===== src/rtl/cam_capture_ctrl.sv =====
// DVP camera capture controller: frames cam_vs/cam_href/cam_byte into pixels
// and emits decimated frame-buffer write beats with frame and line status.
//
// state  | meaning
// IDLE   | not capturing; waits for arm or continuous
// SYNC   | waits for cam_vs high so a partly-seen frame is skipped
// BLANK  | vertical blanking; cam_vs falling edge starts the frame
// ACTIVE | capturing lines; cam_vs rising edge ends the frame
module cam_capture_ctrl #(
    parameter int H_ACTIVE = 640,
    parameter int V_ACTIVE = 480,
    parameter int BPP      = 2,
    parameter int XY_W     = 11,
    parameter int ADDR_W   = 19
) (
    input  logic              cam_pclk,
    input  logic              reset,
    input  logic              cam_vs,
    input  logic              cam_href,
    input  logic [7:0]        cam_byte,
    input  logic              arm,
    input  logic              continuous,
    input  logic              gray_mode,
    input  logic [1:0]        byte_sel,
    input  logic [1:0]        decim,
    output logic              wr_en,
    output logic [8*BPP-1:0]  wr_data,
    output logic [XY_W-1:0]   wr_x,
    output logic [XY_W-1:0]   wr_y,
    output logic [ADDR_W-1:0] wr_addr,
    output logic              frame_start,
    output logic              frame_done,
    output logic [15:0]       frame_count,
    output logic              line_err,
    output logic              busy
);
    localparam int SX_RAW = $clog2(H_ACTIVE + 2);
    localparam int SX_W   = (SX_RAW < 2) ? 2 : SX_RAW;
    localparam int SY_RAW = $clog2(V_ACTIVE + 1);
    localparam int SY_W   = (SY_RAW < 2) ? 2 : SY_RAW;
    localparam int BC_W   = (BPP > 1) ? $clog2(BPP) : 1;
    localparam logic [SX_W-1:0] SX_LINE = SX_W'(H_ACTIVE);
    localparam logic [SX_W-1:0] SX_SAT  = SX_W'(H_ACTIVE + 1);
    localparam logic [SY_W-1:0] SY_SAT  = SY_W'(V_ACTIVE);
    localparam logic [BC_W-1:0] BC_LAST = BC_W'(BPP - 1);

    typedef enum logic [1:0] {S_IDLE, S_SYNC, S_BLANK, S_ACTIVE} state_t;
    state_t state, state_d;

    logic              vs_q, href_q;
    logic [1:0]        d;
    logic [SX_W-1:0]   src_x;
    logic [SY_W-1:0]   src_y;
    logic [BC_W-1:0]   byte_cnt;
    logic              line_seen;
    logic [8*BPP-1:0]  pix_acc;
    logic [ADDR_W-1:0] addr_cnt;

    logic              vs_rise, vs_fall, href_rise, href_fall;
    logic              in_line, pix_done, wr_ok;
    logic [BC_W-1:0]   byte_idx;
    logic [1:0]        dmask, sel;
    logic [8*BPP-1:0]  pix_full, pix_out;

    always_ff @(posedge cam_pclk) begin
        if (reset) state <= S_IDLE;
        else       state <= state_d;
    end

    always_comb begin
        state_d = state;
        case (state)
            S_IDLE:   if (arm || continuous) state_d = S_SYNC;
            S_SYNC:   if (cam_vs) state_d = S_BLANK;
            S_BLANK:  if (vs_fall) state_d = S_ACTIVE;
            S_ACTIVE: if (vs_rise) state_d = continuous ? S_BLANK : S_IDLE;
            default:  state_d = S_IDLE;
        endcase
        busy = (state != S_IDLE);
    end

    always_comb begin
        vs_rise   = cam_vs & ~vs_q;
        vs_fall   = ~cam_vs & vs_q;
        href_rise = cam_href & ~href_q;
        href_fall = ~cam_href & href_q;
        in_line   = (state == S_ACTIVE) && cam_href;
        // A new line always restarts at byte 0 so phase errors never carry over.
        byte_idx  = href_rise ? '0 : byte_cnt;
        pix_done  = in_line && (byte_idx == BC_LAST);
        case (d)
            2'd0:    dmask = 2'b00;
            2'd1:    dmask = 2'b01;
            default: dmask = 2'b11;
        endcase
        wr_ok = pix_done && (src_x < SX_LINE) && (src_y < SY_SAT)
                && ((src_x[1:0] & dmask) == 2'b00) && ((src_y[1:0] & dmask) == 2'b00);
        sel = (int'(byte_sel) >= BPP) ? 2'(BPP - 1) : byte_sel;
        pix_full = pix_acc;
        pix_full[7:0] = cam_byte;
        pix_out = '0;
        if (gray_mode) pix_out[7:0] = pix_full[8*(BPP-1-int'(sel)) +: 8];
        else           pix_out = pix_full;
    end

    always_ff @(posedge cam_pclk) begin
        if (reset) begin
            vs_q        <= 1'b0;
            href_q      <= 1'b0;
            d           <= '0;
            src_x       <= '0;
            src_y       <= '0;
            byte_cnt    <= '0;
            line_seen   <= 1'b0;
            pix_acc     <= '0;
            addr_cnt    <= '0;
            wr_en       <= 1'b0;
            wr_data     <= '0;
            wr_x        <= '0;
            wr_y        <= '0;
            wr_addr     <= '0;
            frame_start <= 1'b0;
            frame_done  <= 1'b0;
            frame_count <= '0;
            line_err    <= 1'b0;
        end else begin
            vs_q        <= cam_vs;
            href_q      <= cam_href;
            wr_en       <= 1'b0;
            frame_start <= 1'b0;
            frame_done  <= 1'b0;
            line_err    <= 1'b0;

            if (state == S_BLANK && vs_fall) begin
                frame_start <= 1'b1;
                d           <= (decim == 2'd0) ? 2'd0 : (decim == 2'd1) ? 2'd1 : 2'd2;
                src_x       <= '0;
                src_y       <= '0;
                byte_cnt    <= '0;
                line_seen   <= 1'b0;
                addr_cnt    <= '0;
            end

            if (in_line) begin
                line_seen <= 1'b1;
                pix_acc[8*(BPP-1-int'(byte_idx)) +: 8] <= cam_byte;
                if (pix_done) begin
                    byte_cnt <= '0;
                    if (src_x != SX_SAT) src_x <= src_x + SX_W'(1);
                    if (wr_ok) begin
                        wr_en    <= 1'b1;
                        wr_data  <= pix_out;
                        wr_x     <= XY_W'(src_x >> d);
                        wr_y     <= XY_W'(src_y >> d);
                        wr_addr  <= addr_cnt;
                        addr_cnt <= addr_cnt + ADDR_W'(1);
                    end
                end else begin
                    byte_cnt <= byte_idx + BC_W'(1);
                end
            end

            // Line end; a leftover byte count means a partial pixel was dropped.
            if (state == S_ACTIVE && href_fall) begin
                if (line_seen) begin
                    if (src_y != SY_SAT) src_y <= src_y + SY_W'(1);
                    src_x <= '0;
                end
                line_err  <= (src_x != SX_LINE) || (byte_cnt != '0);
                byte_cnt  <= '0;
                line_seen <= 1'b0;
            end

            if (state == S_ACTIVE && vs_rise) begin
                frame_done  <= 1'b1;
                frame_count <= frame_count + 16'd1;
            end
        end
    end
endmodule


===== config.mk =====
export PLATFORM = sky130hd
export DESIGN_NAME = cam_capture_ctrl
export DESIGN_NICKNAME = d
export VERILOG_FILES = /design/src/rtl/cam_capture_ctrl.sv
export SDC_FILE = /design/constraint.sdc
export NUM_CORES = 1
export LEC_CHECK = 0
export ABC_CLOCK_PERIOD_IN_PS = 3800
export CELL_PAD_IN_SITES_DETAIL_PLACEMENT = 0
export CELL_PAD_IN_SITES_GLOBAL_PLACEMENT = 1
export CORE_UTILIZATION = 40
export DETAILED_ROUTE_END_ITERATION = 10
export GPL_TIMING_DRIVEN = 0
export HOLD_SLACK_MARGIN = 0.03
export PLACE_DENSITY_LB_ADDON = 0.1
export SLEW_MARGIN = 20
export SYNTH_ARGS = -nofsm -noshare
export SYNTH_HDL_FRONTEND = slang
export SYNTH_SLANG_ARGS = --single-unit

===== constraint.sdc =====
create_clock -name cam_pclk -period 3.8 [get_ports cam_pclk]
set_input_delay 0.76 -clock cam_pclk [delete_from_list [all_inputs] [get_ports cam_pclk]]
set_output_delay 0.76 -clock cam_pclk [all_outputs]
set_load 0.01 [all_outputs]

==> impl_summary.log, run 1 <==
[metrics] number of register bits inferred by synthesis: 128
[metrics] most frequently used flop master after synthesis: sky130_fd_sc_hd__dfxtp_1
[metrics] count of distinct cell types in the synthesized netlist: 55
[metrics] portion of total power attributed to the clock network: 52.5%
[metrics] startpoint of the lowest-slack register-to-register path: byte_cnt
[metrics] average cell area after synthesis: 8.59 µm²
[metrics] clock tree root driver cell: sky130_fd_sc_hd__clkbuf_16
[metrics] crit path kind: input pin to register
[metrics] clock latency of the later-clocked register in the worst-skew pair: 0.42 ns
[metrics] maximum frequency from static timing analysis: 0.363 GHz
[metrics] top-level port count: 97
[metrics] normalized max-slew margin: 45.8%
[metrics] cell with the largest stage delay on the worst path: sky130_fd_sc_hd__clkdlybuf4s50_1
[metrics] endpoint of the most critical register-to-register path: addr_cnt[12]
[metrics] Critical path buffers and inverters: 3
[metrics] Worst Clk Skew: 0.00697 ns
[metrics] Min Clock Period, post-route: 2.76 ns
[metrics] run status: finished clean
[metrics] number of antenna violations at the first check in global routing: 0
[metrics] Hold Vio Cnt, Final: 0
[metrics] internal power: 2.37 mW
[metrics] share of the synthesized area in the top cell type: 41.0%
[metrics] count of routing violations after the opening detailed-route iteration: 492
[metrics] Worst-Margin Slew: 0.810 ns
[metrics] DP Wirelength: 13.7 mm
[metrics] net switching power: 0.706 mW
[metrics] cell class contributing the biggest share of worst-path delay: buffers and inverters
[metrics] GRT Residual Overflow: 0
[metrics] Die ar.: 16100 µm²
[metrics] number of buffers inserted by hold repair at cts: 0
[metrics] Post CTS Setup Buffer Count: 0
[metrics] static power due to leakage: 2.60 nW
[metrics] flop-to-flop setup slack: 1.53 ns
[metrics] initial cell density of the core: 41.0%
[metrics] pwr/cell area: 384 nW/µm²
[metrics] TritonCTS Buffers: 17
[metrics] total iterations of the first detailed-routing run: 5
[metrics] net switching fraction of the power: 22.9%
[metrics] Hold Crit Endpoint: pix_acc[14]
[metrics] overall die height: 127 µm
[metrics] leading cell types by total area after synthesis: sky130_fd_sc_hd__dfxtp_1, sky130_fd_sc_hd__a21oi_1, sky130_fd_sc_hd__mux2i_1
[metrics] proportion of power drawn by flip-flops and latches: 43.9%
[metrics] average routed wire per standard cell: 18.0 µm
[metrics] count of synthesis-stage warnings from yosys: 0
[metrics] required time of the critical path: 4.15 ns
[metrics] list of most frequent post-synthesis cells: sky130_fd_sc_hd__dfxtp_1, sky130_fd_sc_hd__a21oi_1, sky130_fd_sc_hd__nand3_1
[metrics] core outline area: 15300 µm²
[metrics] Max IR drop VDD: 320 µV
[metrics] CTS tree: built
[metrics] worst path arrival time: 3.11 ns
[metrics] post-detailed-routing wire length: 19.1 mm
[metrics] via count: 6023
[metrics] combinational group share of total power: 3.6%
[metrics] vias in the first global route: 5877
[metrics] Area growth, synth to finish: 28.3%
[metrics] average via count per standard cell: 5.66
[metrics] unrepaired setup endpoints after global routing: no
[metrics] maximum number of pins on one net before global-route repair: 17
[metrics] number of nets in the layout: 867
[metrics] dominant cell by count in the synthesized netlist: sky130_fd_sc_hd__dfxtp_1
[metrics] Critical Path Sink Type: register
[metrics] Min Hold Slack: 0.476 ns
[metrics] # port buffers: 92
[metrics] number of remaining DRC errors: 0
[metrics] horizontal extent of the die: 127 µm
[metrics] cell depth of the worst min-delay path: 2
[metrics] fraction of layout cells with a size suffix above 1: 9.02%
[metrics] number of placement rows: 45
[metrics] first-pass GRT wire length: 30.9 mm
[metrics] min-delay src: pix_acc[14]
[metrics] routability congestion estimate from global placement: 0.843
[metrics] share of the clock period used by the worst path after layout: 72.6%
[metrics] worst-path cell chain: clkdlybuf4s50_1 -> and3_1 -> buf_2 -> nand3_1 -> clkbuf_1 -> nor4_2 -> mux2i_1
[metrics] GRT Overall Usage: 24.8%
[metrics] total standard cell area after synthesis: 6260 µm²
[metrics] diode insertion count for antenna repair: 0
[metrics] Synth area leader: sky130_fd_sc_hd__dfxtp_1
[metrics] worst-path maximum fanout: 10
[metrics] setup total negative slack: 0 ns
[metrics] H-Tree Depth: 4
[metrics] # resized after CTS: 0
[metrics] Clock Pin Slew Worst Setup and Hold Paths: 0.06 ns
[metrics] number of clock sinks: 128
[metrics] cell count after synthesis: 728
[metrics] sequential cell area fraction in the yosys report: 41.0%
[metrics] kind of start point of the critical path: input pin
[metrics] Max-cap violations: 0
[metrics] delay of the slowest cell on the worst path: 0.52 ns
[metrics] worst reg-to-reg path cell count: 6
[metrics] count of endpoints failing setup in the final report: 0
[metrics] share of synthesized flip-flops with an asynchronous set or reset: 0%
[metrics] Slew Viols, Final: 0
[metrics] clock tree buffer depth: 2
[metrics] number of antenna-violating nets in the routed design: 0
[metrics] Post-synth EDFFs: 0
[metrics] worst hold-check path type: register to register
[cell type report]
cell class	instances	area [µm²]
buffer	63	295
clock buffer	19	443
clock inverter	13	138
fill	1462	7230
inverter	15	56.3
multi-input combinational	524	3350
sequential	128	2560
tap	211	264
timing repair buffer	92	921
[through the flow]
step	instances	utilization [%]	power (mW)	cell area, µm²	setup WS (ns)
global route	1065	52.6	3.18	8030	0.900
floorplan	730	-	1.44	6260	1.74
CTS	1065	52.6	3.10	8030	1.07
finish	1065	52.6	3.08	8030	1.04
detailed placement	1033	48.8	1.49	7450	0.639
global placement	1033	48.8	1.49	7450	0.700
[routing by layer]
layer	GRT usage [%]	up-vias	wire length (µm)
met1	32.1	2912	8890
met4	8.89	0	391
met5	0	-	0
li1	-	2913	-
met2	40.2	173	8960
met3	5.90	25	878
[layout by cell type, fill, tap and decap left out, types with 20 or more instances in the layout]
master                            netlist  routed
sky130_fd_sc_hd__dfxtp_1              128     128
sky130_fd_sc_hd__a21oi_1               92      92
sky130_fd_sc_hd__clkdlybuf4s50_1        0      92
sky130_fd_sc_hd__nand3_1               70      70
sky130_fd_sc_hd__nand2_1               49      49
sky130_fd_sc_hd__o21ai_0               46      46
sky130_fd_sc_hd__mux2i_1               41      41
sky130_fd_sc_hd__clkbuf_1              32      33
sky130_fd_sc_hd__nor2_1                29      29
sky130_fd_sc_hd__or3_1                 21      21
sky130_fd_sc_hd__nand4_1               21      21
sky130_fd_sc_hd__buf_2                 20      20
[power by group through the flow]
stage          logic, mW  registers, mW  clock network [mW]
6_report           0.111           1.35                1.62
5_1_grt            0.120           1.35                1.71
4_1_cts            0.111           1.35                1.64
3_5_place_dp       0.110           1.38                   0
3_3_place_gp       0.108           1.38                   0
2_1_floorplan     0.0601           1.38                   0
[worst max-delay path by stage]
stage / endpoint / startpoint / depth (start not counted) / slack (ns)
6_report: addr_cnt[12] / cam_href / 7 / 1.04
5_1_grt: addr_cnt[12] / cam_href / 7 / 0.90
4_1_cts: addr_cnt[12] / cam_href / 7 / 1.07
3_5_place_dp: addr_cnt[12] / cam_href / 7 / 0.64
3_3_place_gp: addr_cnt[12] / cam_href / 7 / 0.70
2_1_floorplan: addr_cnt[16] / cam_href / 6 / 1.74
[worst reg2reg max path, delay by kind of cell (launching register included)]
kind	cells	cell delay (ns)
DFF	1	0.42
buffers and inverters	2	0.59
and+or+nand+nor	3	0.97
muxes	1	0.21
[kinds of logic (layout without fill, tap and decap cells)]
family | Yosys count | count (layout) | share of synthesized area (%)
buffers and inverters | 78 | 202 | 5.62
other | 1 | 3 | 0.0599
and+or+nand+nor | 272 | 272 | 24.5
adders and majority gates | 7 | 7 | 1.40
DFF | 128 | 128 | 41.0
AOI/OAI and AO/OA | 181 | 181 | 16.8
xor gates and xnor gates | 10 | 10 | 1.40
muxes | 51 | 51 | 9.26
[flip-flops by register name, indices dropped and copies added, names as in the netlist]
name and cells:
wr_data 16, line_err 1, d 2, state 2, byte_cnt 1, line_seen 1
src_y 9, wr_en 1, frame_done 1, wr_addr 19, pix_acc 8, addr_cnt 19
src_x 10, frame_count 16, wr_x 10, frame_start 1, wr_y 9, href_q 1
vs_q 1
Note: power is estimated with default switching activity, not from simulation.
==> inputs of run 2 (changes only) <==
ABC_CLOCK_PERIOD_IN_PS = 2500   (was 3800)
CORE_UTILIZATION = 37   (was 40)
clock period = 2.5 ns   (was 3.8 ns; I/O delays follow)
==> impl_summary.log, run 2 (same netlist as run 1, synthesis figures left out) <==
[metrics] unrepaired setup endpoints after global routing: no
[metrics] overall die height: 132 µm
[metrics] Worst-Margin Slew: 0.739 ns
[metrics] number of antenna-violating nets in the routed design: 0
[metrics] clock tree root driver cell: sky130_fd_sc_hd__clkbuf_16
[metrics] Critical path buffers and inverters: 4
[metrics] Clock Pin Slew Worst Setup and Hold Paths: 0.06 ns
[metrics] via count: 6004
[metrics] Worst Clk Skew: 0.00803 ns
[metrics] GRT Residual Overflow: 0
[metrics] number of buffers inserted by hold repair at cts: 0
[metrics] average routed wire per standard cell: 17.9 µm
[metrics] DP Wirelength: 14.2 mm
[metrics] top library cells by usage in the layout, fill and taps aside: sky130_fd_sc_hd__dfxtp_1, sky130_fd_sc_hd__a21oi_1, sky130_fd_sc_hd__clkdlybuf4s50_1, sky130_fd_sc_hd__nand3_1, sky130_fd_sc_hd__nand2_1
[metrics] Post-Route M1 WL: 8.92 mm
[metrics] total iterations of the first detailed-routing run: 5
[metrics] delay of the slowest cell on the worst path: 0.53 ns
[metrics] worst-path maximum fanout: 10
[metrics] most common cell after layout, fill and taps aside: sky130_fd_sc_hd__dfxtp_1
[metrics] topmost layer with routed signal wires: met4
[metrics] Slew Viols, Final: 0
[metrics] static power due to leakage: 2.63 nW
[metrics] largest registers: addr_cnt: 19 flops, wr_addr: 19 flops
[metrics] pwr/cell area: 593 nW/µm²
[metrics] normalized max-slew margin: 50.7%
[metrics] cell class contributing the biggest share of worst-path delay: buffers and inverters
[metrics] total chip power: 4.79 mW
[metrics] fraction of layout cells with a size suffix above 1: 9.37%
[metrics] number of placement rows: 47
[metrics] Critical Path Sink Type: register
[metrics] maximum number of pins on one net before global-route repair: 17
[metrics] clock latency of the later-clocked register in the worst-skew pair: 0.42 ns
[metrics] # port buffers: 92
[metrics] Max IR drop VDD: 452 µV
[metrics] Die ar.: 17400 µm²
[metrics] top-level port count: 97
[metrics] number of nets in the layout: 867
[metrics] worst-path cell chain: clkdlybuf4s50_1 -> and3_1 -> buf_2 -> and3_1 -> clkbuf_1 -> clkbuf_1 -> nand4_1 -> a21oi_1
[metrics] vias in the first global route: 5647
[metrics] core outline area: 16500 µm²
[metrics] H-Tree Depth: 4
[metrics] DR WL met3: 817 µm
[metrics] Hold Vio Cnt, Final: 0
[metrics] maximum frequency from static timing analysis: 0.423 GHz
[metrics] kind of start point of the critical path: input pin
[metrics] first-pass GRT wire length: 30.5 mm
[metrics] required time of the critical path: 2.85 ns
[metrics] crit path kind: input pin to register
[metrics] clock tree buffer depth: 2
[metrics] average via count per standard cell: 5.59
[metrics] run status: finished clean
[metrics] horizontal extent of the die: 132 µm
[metrics] Min Clock Period, post-route: 2.36 ns
[metrics] count of endpoints failing setup in the final report: 0
[metrics] Final Core Density: 48.9%
[metrics] number of clock sinks: 128
[metrics] worst path arrival time: 2.71 ns
[metrics] cell with the largest stage delay on the worst path: sky130_fd_sc_hd__clkdlybuf4s50_1
[metrics] TritonCTS Buffers: 17
[metrics] post-detailed-routing wire length: 19.2 mm
[metrics] Area growth, synth to finish: 29.2%
[metrics] GRT Overall Usage: 22.3%
[metrics] share of the clock period used by the worst path after layout: 94.6%
[metrics] CTS tree: built
[metrics] count of routing violations after the opening detailed-route iteration: 445
[metrics] Met2 Routed Length: 9.10 mm
[metrics] routability congestion estimate from global placement: 0.812
[metrics] number of antenna violations at the first check in global routing: 0
[metrics] diode insertion count for antenna repair: 0
[metrics] Post CTS Setup Buffer Count: 0
[metrics] initial cell density of the core: 37.9%
[metrics] Max-cap violations: 0
[metrics] worst hold-check path type: register to register
[metrics] number of remaining DRC errors: 0
run 2: path summary, 6_finish.rpt:
path                                  start          end  slack [ns]  cells past startpoint
worst max register to register     src_y[6]      wr_x[9]        0.37                      7
worst min-delay path            pix_acc[15]  pix_acc[15]        0.47                      2
worst max-delay path               cam_href      wr_x[9]        0.14                      8
worst min register to register  pix_acc[15]  pix_acc[15]        0.47                      2
run 2: metrics by stage:
step	area [µm²]	hold slack [ns]	std cells	worst slack, ns	setup TNS [ns]
6_report	8080	0.472	1074	0.136	0
4_1_cts	8070	0.472	1074	0.126	0
3_5_place_dp	7460	0.463	1042	-0.313	-12.38
5_1_grt	8080	0.494	1074	0.0336	0
2_1_floorplan	6260	0.444	730	0.702	0
3_3_place_gp	7460	0.460	1042	-0.284	-9.07
run 2: where the power goes:
group | switching (mW) | total, mW | internal (mW)
combinational | 0.0988 | 0.167 | 0.0684
clock | 0.950 | 2.57 | 1.62
sequential | 0.00722 | 2.06 | 2.05
total | 1.06 | 4.79 | 3.74
run 2: area by class of cell:
type,count,area (µm²)
Inverter,15,56.3
Fill cell,1574,8440
Clock buffer,19,453
Clock inverter,13,161
Tap cell,220,275
Sequential cell,128,2560
Buffer,63,295
Multi-Input combinational cell,524,3360
Timing Repair Buffer,92,921
run 2: repair_timing:
item | in CTS | in global routing
gates resized for setup | 0 | 2
hold endpoints to repair | 0 | 0
setup endpoints to repair | 0 | 2
run 2: worst reg2reg max path, delay by kind of cell, from the launching register on:
family | cells | cell delay [ns]
buffers and inverters | 3 | 0.88
and+or+nand+nor | 3 | 0.72
DFF | 1 | 0.29
AOI/OAI and AO/OA | 1 | 0.17
run 2: metal layers:
metal | track usage [%] | vias to the layer above
met5 | 0 | -
met4 | 8.91 | 0
met3 | 3.92 | 28
met2 | 36.2 | 148
met1 | 29.3 | 2914
li1 | - | 2914
